[src/rtl/sap_1_controller_sequencer_if.sv]
// Signal bundle between the instruction register / front panel and the
// SAP-1 control matrix, as seen by the controller-sequencer.
interface sap_1_controller_sequencer_if;
  logic [3:0] opcode;
  logic       MAN;
  logic       STEP;
  logic [6:1] ring_counter;
  logic       LDA;
  logic       ADD;
  logic       SUB;
  logic       OUT;
  logic       HLT;
  logic       HALTED;

  modport master (
    output opcode, MAN, STEP,
    input  ring_counter, LDA, ADD, SUB, OUT, HLT, HALTED
  );

  modport slave (
    input  opcode, MAN, STEP,
    output ring_counter, LDA, ADD, SUB, OUT, HLT, HALTED
  );
endinterface

[src/rtl/sap_1_controller_sequencer.sv]
// SAP-1 controller-sequencer front end: one-hot T1-T6 ring, opcode decode,
// HLT freeze and edge-detected manual single-step.
module sap_1_controller_sequencer (
  input logic                           CLK,
  input logic                           CLR,
  sap_1_controller_sequencer_if.slave   bus
);

  typedef enum logic [5:0] {
    T_NONE = 6'b000000,
    T1     = 6'b000001,
    T2     = 6'b000010,
    T3     = 6'b000100,
    T4     = 6'b001000,
    T5     = 6'b010000,
    T6     = 6'b100000
  } tstate_e;

  tstate_e ring_q, ring_d;
  tstate_e ring_next;
  logic    halted_q, halted_d;
  logic    step_q, step_d;
  logic    adv;
  logic    halt_cond;
  logic    exec_phase;
  logic [4:0] dec;

  assign adv       = ~bus.MAN | (bus.MAN & bus.STEP & ~step_q);
  assign halt_cond = adv & ring_q[3] & (bus.opcode == 4'b1111);

  // Any state outside the six legal T-states recovers to T1 on rotation.
  always_comb begin
    ring_next = T1;
    case (ring_q)
      T1:      ring_next = T2;
      T2:      ring_next = T3;
      T3:      ring_next = T4;
      T4:      ring_next = T5;
      T5:      ring_next = T6;
      T6:      ring_next = T1;
      default: ring_next = T1;
    endcase
  end

  always_comb begin
    ring_d   = ring_q;
    halted_d = halted_q;
    step_d   = bus.STEP;
    if (!halted_q && adv) begin
      if (halt_cond) begin
        ring_d   = T_NONE;
        halted_d = 1'b1;
      end else begin
        ring_d = ring_next;
      end
    end
  end

  always_ff @(posedge CLK) begin
    if (CLR) begin
      ring_q   <= T1;
      halted_q <= 1'b0;
      step_q   <= 1'b0;
    end else begin
      ring_q   <= ring_d;
      halted_q <= halted_d;
      step_q   <= step_d;
    end
  end

  // Opcode is only trusted once fetch has finished (T4..T6).
  assign exec_phase = (ring_q[3] | ring_q[4] | ring_q[5]) & ~halted_q;

  always_comb begin
    dec = '0;
    case (bus.opcode)
      4'b0000: dec = 5'b10000;
      4'b0001: dec = 5'b01000;
      4'b0010: dec = 5'b00100;
      4'b1110: dec = 5'b00010;
      4'b1111: dec = 5'b00001;
      default: dec = '0;
    endcase
  end

  assign bus.ring_counter = ring_q;
  assign bus.HALTED       = halted_q;
  assign bus.LDA          = dec[4] & exec_phase;
  assign bus.ADD          = dec[3] & exec_phase;
  assign bus.SUB          = dec[2] & exec_phase;
  assign bus.OUT          = dec[1] & exec_phase;
  assign bus.HLT          = dec[0] & exec_phase;

endmodule

[src/flat_wrapper.sv]
// flat-port wrapper written by rule: the top's interface ports become plain ports
module sap_1_controller_sequencer_flat 
  (CLK, CLR, bus_opcode, bus_MAN, bus_STEP, bus_ring_counter, bus_LDA, bus_ADD, bus_SUB, bus_OUT, bus_HLT, bus_HALTED);
  sap_1_controller_sequencer_if bus_i ();
  input logic CLK;
  input logic CLR;
  input wire logic [$bits(bus_i.opcode)-1:0] bus_opcode;
  input wire logic [$bits(bus_i.MAN)-1:0] bus_MAN;
  input wire logic [$bits(bus_i.STEP)-1:0] bus_STEP;
  output wire logic [$bits(bus_i.ring_counter)-1:0] bus_ring_counter;
  output wire logic [$bits(bus_i.LDA)-1:0] bus_LDA;
  output wire logic [$bits(bus_i.ADD)-1:0] bus_ADD;
  output wire logic [$bits(bus_i.SUB)-1:0] bus_SUB;
  output wire logic [$bits(bus_i.OUT)-1:0] bus_OUT;
  output wire logic [$bits(bus_i.HLT)-1:0] bus_HLT;
  output wire logic [$bits(bus_i.HALTED)-1:0] bus_HALTED;
  assign bus_i.opcode = bus_opcode;
  assign bus_i.MAN = bus_MAN;
  assign bus_i.STEP = bus_STEP;
  assign bus_ring_counter = bus_i.ring_counter;
  assign bus_LDA = bus_i.LDA;
  assign bus_ADD = bus_i.ADD;
  assign bus_SUB = bus_i.SUB;
  assign bus_OUT = bus_i.OUT;
  assign bus_HLT = bus_i.HLT;
  assign bus_HALTED = bus_i.HALTED;
  sap_1_controller_sequencer u_core (.CLK(CLK), .CLR(CLR), .bus(bus_i));
endmodule
[config.mk]
export PLATFORM = sky130hd
export DESIGN_NAME = sap_1_controller_sequencer_flat
export DESIGN_NICKNAME = d
export VERILOG_FILES = /design/src/rtl/sap_1_controller_sequencer_if.sv /design/src/rtl/sap_1_controller_sequencer.sv /design/src/flat_wrapper.sv
export SDC_FILE = /design/constraint.sdc
export NUM_CORES = 1
export LEC_CHECK = 0
export BUFFER_PORTS_ARGS = -buffer_cell sky130_fd_sc_hd__buf_2
export CAP_MARGIN = 10
export CORE_MARGIN = 5
export CORE_UTILIZATION = 30
export DETAILED_ROUTE_END_ITERATION = 7
export PLACE_DENSITY_LB_ADDON = 0.05
export SLEW_MARGIN = 20
export SYNTH_ARGS = -nofsm -noshare
export SYNTH_HDL_FRONTEND = slang
export SYNTH_SLANG_ARGS = --single-unit
[constraint.sdc]
create_clock -name CLK -period 1.2 [get_ports CLK]
set_clock_uncertainty 0.05 [all_clocks]
set_input_delay 0.06 -clock CLK [delete_from_list [all_inputs] [get_ports CLK]]
set_output_delay 0.06 -clock CLK [all_outputs]
set_load 0.02 [all_outputs]
==> metrics.cfg, run 1 <==
[run_status]
status = finished with violations
violations = negative setup slack

[floorplanning]
core_area_um2 = 1470
io_pins = 20
die_y_um = 48.9
fp.dieArea_um2 = 2390
start_util = 0.309
rows = 14
dieWidth_um = 48.9

[setup_path]
r2r_cells = 5
critPathLaunchType = register
cp_data_arrival_time_ps = 1390
r2r_slack_ps = -150
crit_chain = nor3_4 -> or3_4 -> nor4b_4 -> buf_4
r2r-end = u_core.bus.ring_counter[1]$_SDFFE_PP1P_
cpMaxStageDelayCell = dfxtp_4
critPathBufInv = 1
worstPathMaxFanout = 2
critPathCaptureType = output pin
path_class = register to output pin
worst_path_largest_cell_delay_ps = 360
required_ps = 1090
rr_startpoint = u_core.bus.ring_counter[4]$_SDFFE_PP0P_
path_delay_family = simple AND/OR/NAND/NOR gates

[yosys]
synth.net_count = 62
yosys-top-cells-area = dfxtp_1, nor2_1, a21oi_1, nor3_1, nand4b_1
ys_warn_count = 0
synthAdderAreaFrac = 0
muxShareOfSynthArea = 0.0248
synthXorXnorAreaFrac = 0.0386
synth-seq-area-share = 0.353
synth_compound_area_frac = 0.193
syn_avg_cell_area_um2 = 8.41
ys_types = 27
syn_inst = 54
synth-seq-cells = 8
synth_top_area_frac = 0.353
synth_area_um2 = 454
synth_largest_area_cell = dfxtp_1
synth_top_family_by_area = simple AND/OR/NAND/NOR gates
yosys.area_share.simple = 0.375

[pwr]
power.density_nw_per_um2 = 787
p_int_w = 0.000483
ir_drop_uv = 482
pwr-share-clk = 0.332
pwr-share-comb = 0.228
p_sw_w = 0.000209
p_sw_frac = 0.302
p_leak_nw = 0.377
pwr-share-seq = 0.439

[layout]
drive_above_1_share = 0.681
diodes = 0
layout_common_cells = buf_4, buf_2, nor2_1
synthToLayoutAreaGrowth_pct = 93.7
fin_area_um2 = 880
nets = 103
layout_commonest_cell = buf_4
multi_input_area_um2 = 389
ff_latch_area_um2 = 176
post_layout_nonfiller_instances = 110
fillCellCount = 137

[routing]
vias = 577
via_per_inst = 5.25
post-route-drc-count = 0
wl_per_cell_um = 14.5
drtIter0Drc = 9
ant_nets = 0
wl_um = 1590
detail_route.first_pass.iterations = 4

[timing]
fmax_mhz = 667
setup_viol = 10
tightest_slew_ps = 267
fin_crit_ps = 1500
timing.final.ws_setup_ps = -300
fin_crit_sh = 1.25
maxSlewHeadroom = 0.821
maxSlewViolCount = 0
rsz0062_at_grt = yes
hold_violations = 0
fin_setup_tns_ps = -1480

[min_path]
hold_depth = 2
min_path_type = primary input to register
hold_end = u_core.step_q$_SDFF_PP0_
worstHoldStart = bus_STEP

[placed_design]
finalWeightedCongestion = 0.709
dpl.hpwl_um = 1110
dp_slack_ps = -114
io_buffers = 19
dp_cells = 102
placed_area_um2 = 714

[clocking]
cts_tree = yes
cts_made_buffers = 3
clkTransAtPathRegs_ps = 60
root_buffer = clkbuf_4
hold_buffers = 0
worstSkewPairLatency_ps = 260
cts_buffer_depth = 2
cts.sinks = 8
htree_levels = 1

[run]
maxCapViolations = 0

[global_routing]
antenna_found_initial = 0
grt_usage = 0.133
grt_pass1_wl_um = 2530
grt_pass1_vias = 572
grt_max_degree = 9
grt-ovfl-total = 0

## routing by layer
metal	GRT usage	part of all wire	vias up
met5	0	0	-
li1	-	-	288
met3	0.0520	0.078	0
met4	0.0538	0	0
met1	0.150	0.43	267
met2	0.220	0.49	22
## metrics by stage
stage / utilization / hold slack (ps) / total power [W]
finish: 0.598 / 14.0 / 0.000692
global route: 0.598 / 20.9 / 0.000743
CTS: 0.570 / 7.11 / 0.000693
detailed placement: 0.486 / 281 / 0.000438
global placement: 0.486 / 277 / 0.000437
floorplan: - / 108 / 0.000374
## power by group through the flow
stage / Combinational (W) / Clock (W) / Sequential [W]
5_1_grt: 0.000169 / 0.000267 / 0.000306
4_1_cts: 0.000146 / 0.000249 / 0.000298
2_1_floorplan: 0.0000621 / 0 / 0.000312
6_report: 0.000158 / 0.000230 / 0.000304
3_3_place_gp: 0.000134 / 0 / 0.000303
3_5_place_dp: 0.000135 / 0 / 0.000303
## cell families (layout without fill, tap and decap cells)
logic type / after synthesis / count (layout)
compound gates: 12 / 12
mux: 1 / 1
simple gates: 29 / 29
buf+inv: 2 / 42
flops: 8 / 8
xor+xnor: 2 / 2
## synth_stat cells
| library cell | n |
|---|---|
| nor4b_2 | 1 |
| dfxtp_1 | 8 |
| nor3_2 | 1 |
| inv_1 | 1 |
| nand2b_1 | 1 |
| a211oi_1 | 1 |
| nor3_1 | 4 |
| nor2b_1 | 2 |
| o211ai_1 | 1 |
| or3_1 | 1 |
| o21ai_0 | 1 |
| nand4_2 | 1 |
| nand3_1 | 2 |
| a21oi_1 | 4 |
| nor4_1 | 2 |
| nand4b_1 | 2 |
| a221o_1 | 1 |
| clkbuf_1 | 1 |
| a32oi_1 | 1 |
| a21o_1 | 1 |
| xor2_1 | 2 |
| a311oi_1 | 1 |
| nand2_1 | 4 |
| nand4_1 | 1 |
| a211oi_2 | 1 |
| mux2_2 | 1 |
| nor2_1 | 7 |
## what timing repair did
item,4_1_cts,5_1_grt
gates resized for setup,17,8
endpoints found under the setup margin,10,12
buffers inserted,4,2
pin swaps,6,4
## area by class of cell
class,instances,area share
sequential,8,0.201
tap,16,0.0228
inverter,1,0.00427
multi-input combinational,44,0.442
clock buffer,4,0.0299
timing repair buffer,37,0.300
## registers in the layout (all words and copies together), names as in the netlist
signal	flops
u_core.bus.HALTED	1
u_core.step_q	1
u_core.bus.ring_counter	6
## worst max-delay path by stage
stage	cells after the start	slack, ps	start	to
floorplan	3	-140	u_core.bus.ring_counter[6]$_SDFFE_PP0P_	bus_SUB
global placement	4	-90	u_core.bus.ring_counter[4]$_SDFFE_PP0P_	bus_SUB
detailed placement	4	-110	u_core.bus.ring_counter[4]$_SDFFE_PP0P_	bus_SUB
CTS	4	-330	u_core.bus.ring_counter[4]$_SDFFE_PP0P_	bus_SUB
global route	5	-370	u_core.bus.ring_counter[4]$_SDFFE_PP0P_	bus_LDA
finish	4	-300	u_core.bus.ring_counter[4]$_SDFFE_PP0P_	bus_SUB
Power figures use the tool's default switching activity.
==> inputs of run 2 (changes only) <==
Settings changed: CORE_MARGIN 5 to 1.
Clock period 1.2 ns to 1.3 ns, I/O delays scaled along.
==> run 2 against run 1 <==
The run still ends with negative setup slack left; critical path depth increased by 1; non-clock buffer count decreased by 4; combinational power decreased by 16%; sequential share of layout area increased by 0.70 points; core utilization increased by 1.9 points; sequential power decreased by 9.9%.
==> metrics.cfg, run 2 (synthesis results as in run 1) <==
[timing]
tightest_slew_ps = 337  ; +70.1 ps
maxSlewHeadroom = 0.773  ; -0.0476
fin_crit_sh = 1.16
timing.final.ws_setup_ps = -214  ; +86.1 ps
maxSlewViolCount = 0  ; unchanged
rsz0062_at_grt = yes
fmax_mhz = 660
hold_violations = 0  ; unchanged
setup_viol = 6  ; -4
fin_crit_ps = 1510

[setup_path]
cpMaxStageDelayCell = dfxtp_4
critPathLaunchType = register
worst_path_largest_cell_delay_ps = 360  ; about the same
required_ps = 1190  ; +100 ps
cp_data_arrival_time_ps = 1400  ; about the same
path_delay_family = simple AND/OR/NAND/NOR gates
path_class = register to output pin
worstPathMaxFanout = 2  ; unchanged
crit_chain = nor3_4 -> or3_4 -> buf_4 -> nor2_4 -> buf_6
critPathCaptureType = output pin
critPathBufInv = 2  ; +1

[clocking]
cts_buffer_depth = 2  ; unchanged
worstSkewPairLatency_ps = 280  ; +20 ps
cts_tree = yes
cts_made_buffers = 3  ; unchanged
cts.sinks = 8  ; unchanged
clkTransAtPathRegs_ps = 60  ; about the same
root_buffer = clkbuf_4
htree_levels = 1  ; unchanged

[placed_design]
finalWeightedCongestion = 0.757  ; +6.8%
io_buffers = 19  ; unchanged
dpl.hpwl_um = 1000  ; -9.6%
dp_slack_ps = -4.44  ; +109 ps

[layout]
largest_reg_flops = 6  ; unchanged
diodes = 0  ; unchanged
nets = 99  ; -3.9%
drive_above_1_share = 0.633  ; -0.0475
finish.utilization = 0.616  ; +0.0185
layout_common_cells = buf_2, buf_4, nor2_1, buf_6
synthToLayoutAreaGrowth_pct = 83.2
layout_commonest_cell = buf_2

[run_status]
status = finished with violations
violations = negative setup slack

[floorplanning]
dieWidth_um = 40.9  ; -16%
rows = 13  ; -1
io_pins = 20  ; unchanged
start_util = 0.336  ; +0.0277
die_y_um = 40.9  ; -16%
fp.dieArea_um2 = 1670  ; -30%
core_area_um2 = 1350  ; -8.2%

[global_routing]
antenna_found_initial = 0  ; unchanged
grt_max_degree = 9  ; unchanged
grt_usage = 0.198  ; +0.0648
grt-ovfl-total = 0  ; unchanged
grt_pass1_vias = 454  ; -21%
grt_pass1_wl_um = 2010  ; -21%

[pwr]
p_total_w = 0.000635  ; -8.3%
power.density_nw_per_um2 = 763  ; -3.1%
ir_drop_uv = 512  ; +6.3%
p_leak_nw = 0.350  ; -7.2%

[routing]
via_per_inst = 5.67  ; +8.0%
post-route-drc-count = 0  ; unchanged
wl_um = 1600  ; +0.57%
drtIter0Drc = 14  ; +5
vias = 595  ; +3.1%
detail_route.first_pass.iterations = 4  ; unchanged
ant_nets = 0  ; unchanged
wl_per_cell_um = 15.2  ; +5.4%

[run]
maxCapViolations = 0  ; unchanged

[min_path]
min_path_type = primary input to register

==> run 2: cell types whose count changed in the layout (fill, tap and decap cells not counted), moves of 2 or more <==
cell	delta
a21oi_1	+3
a21oi_2	-3
buf_4	-6
dfxtp_1	+3
dfxtp_2	-3
nor2_1	-2
nor4_4	-2
==> run 2: final timing paths <==
kind | start | to | slack [ps] | cells after the start
hold reg to reg | u_core.bus.ring_counter[3]$_SDFFE_PP0P_ | u_core.bus.ring_counter[3]$_SDFFE_PP0P_ | 540 | 2
setup / recovery | u_core.bus.ring_counter[4]$_SDFFE_PP0P_ | bus_OUT | -210 | 5
hold / removal | CLR | u_core.bus.ring_counter[4]$_SDFFE_PP0P_ | 20 | 2
setup reg to reg | u_core.bus.ring_counter[6]$_SDFFE_PP0P_ | u_core.bus.ring_counter[4]$_SDFFE_PP0P_ | -30 | 6
==> run 2: layer usage <==
layer,track usage,part of all wire,wire length (µm),vias up
li1,-,-,-,278
met1,0.238,0.43,692,282
met2,0.277,0.48,768,30
met3,0.109,0.066,105,5
met4,0.100,0.019,31,0
met5,0,0,0,-
==> run 2: cell type report <==
class / count / area [µm²]
Multi-Input combinational cell: 44 / 377
Sequential cell: 8 / 173
Clock buffer: 4 / 26.3
Fill cell: 131 / 518
Timing Repair Buffer: 33 / 234
Tap cell: 15 / 18.8
Inverter: 1 / 3.75
==> run 2: power breakdown <==
part           leakage [nW]  internal (W)  switching, W
combinational         0.266     0.0000615     0.0000704
sequential           0.0683      0.000251     0.0000235
clock                0.0150      0.000119      0.000109
==> run 2: worst register-to-register path: cells and delay by family (launching register included) <==
kind          cells  cell delay [ps]
flops             1              350
simple gates      3              330
mux               1              290
buf+inv           2              250
==> run 2: repair_timing <==
action	CTS	global route
setup buffers	1	2
hold endpoints to repair	1	0
resized for setup	7	18
pin swaps	2	7
hold buffers	1	0
endpoints found under the setup margin	5	10
==> run 2: stage by stage <==
step	cells	TNS [ps]	hold slack, ps	area, µm²
2_1_floorplan	54	-43.9	118	487
3_3_place_gp	97	-8.91	262	672
3_5_place_dp	97	-4.44	262	672
4_1_cts	103	-721	11.3	739
5_1_grt	105	-1200	0.109	832
6_report	105	-765	16.0	832
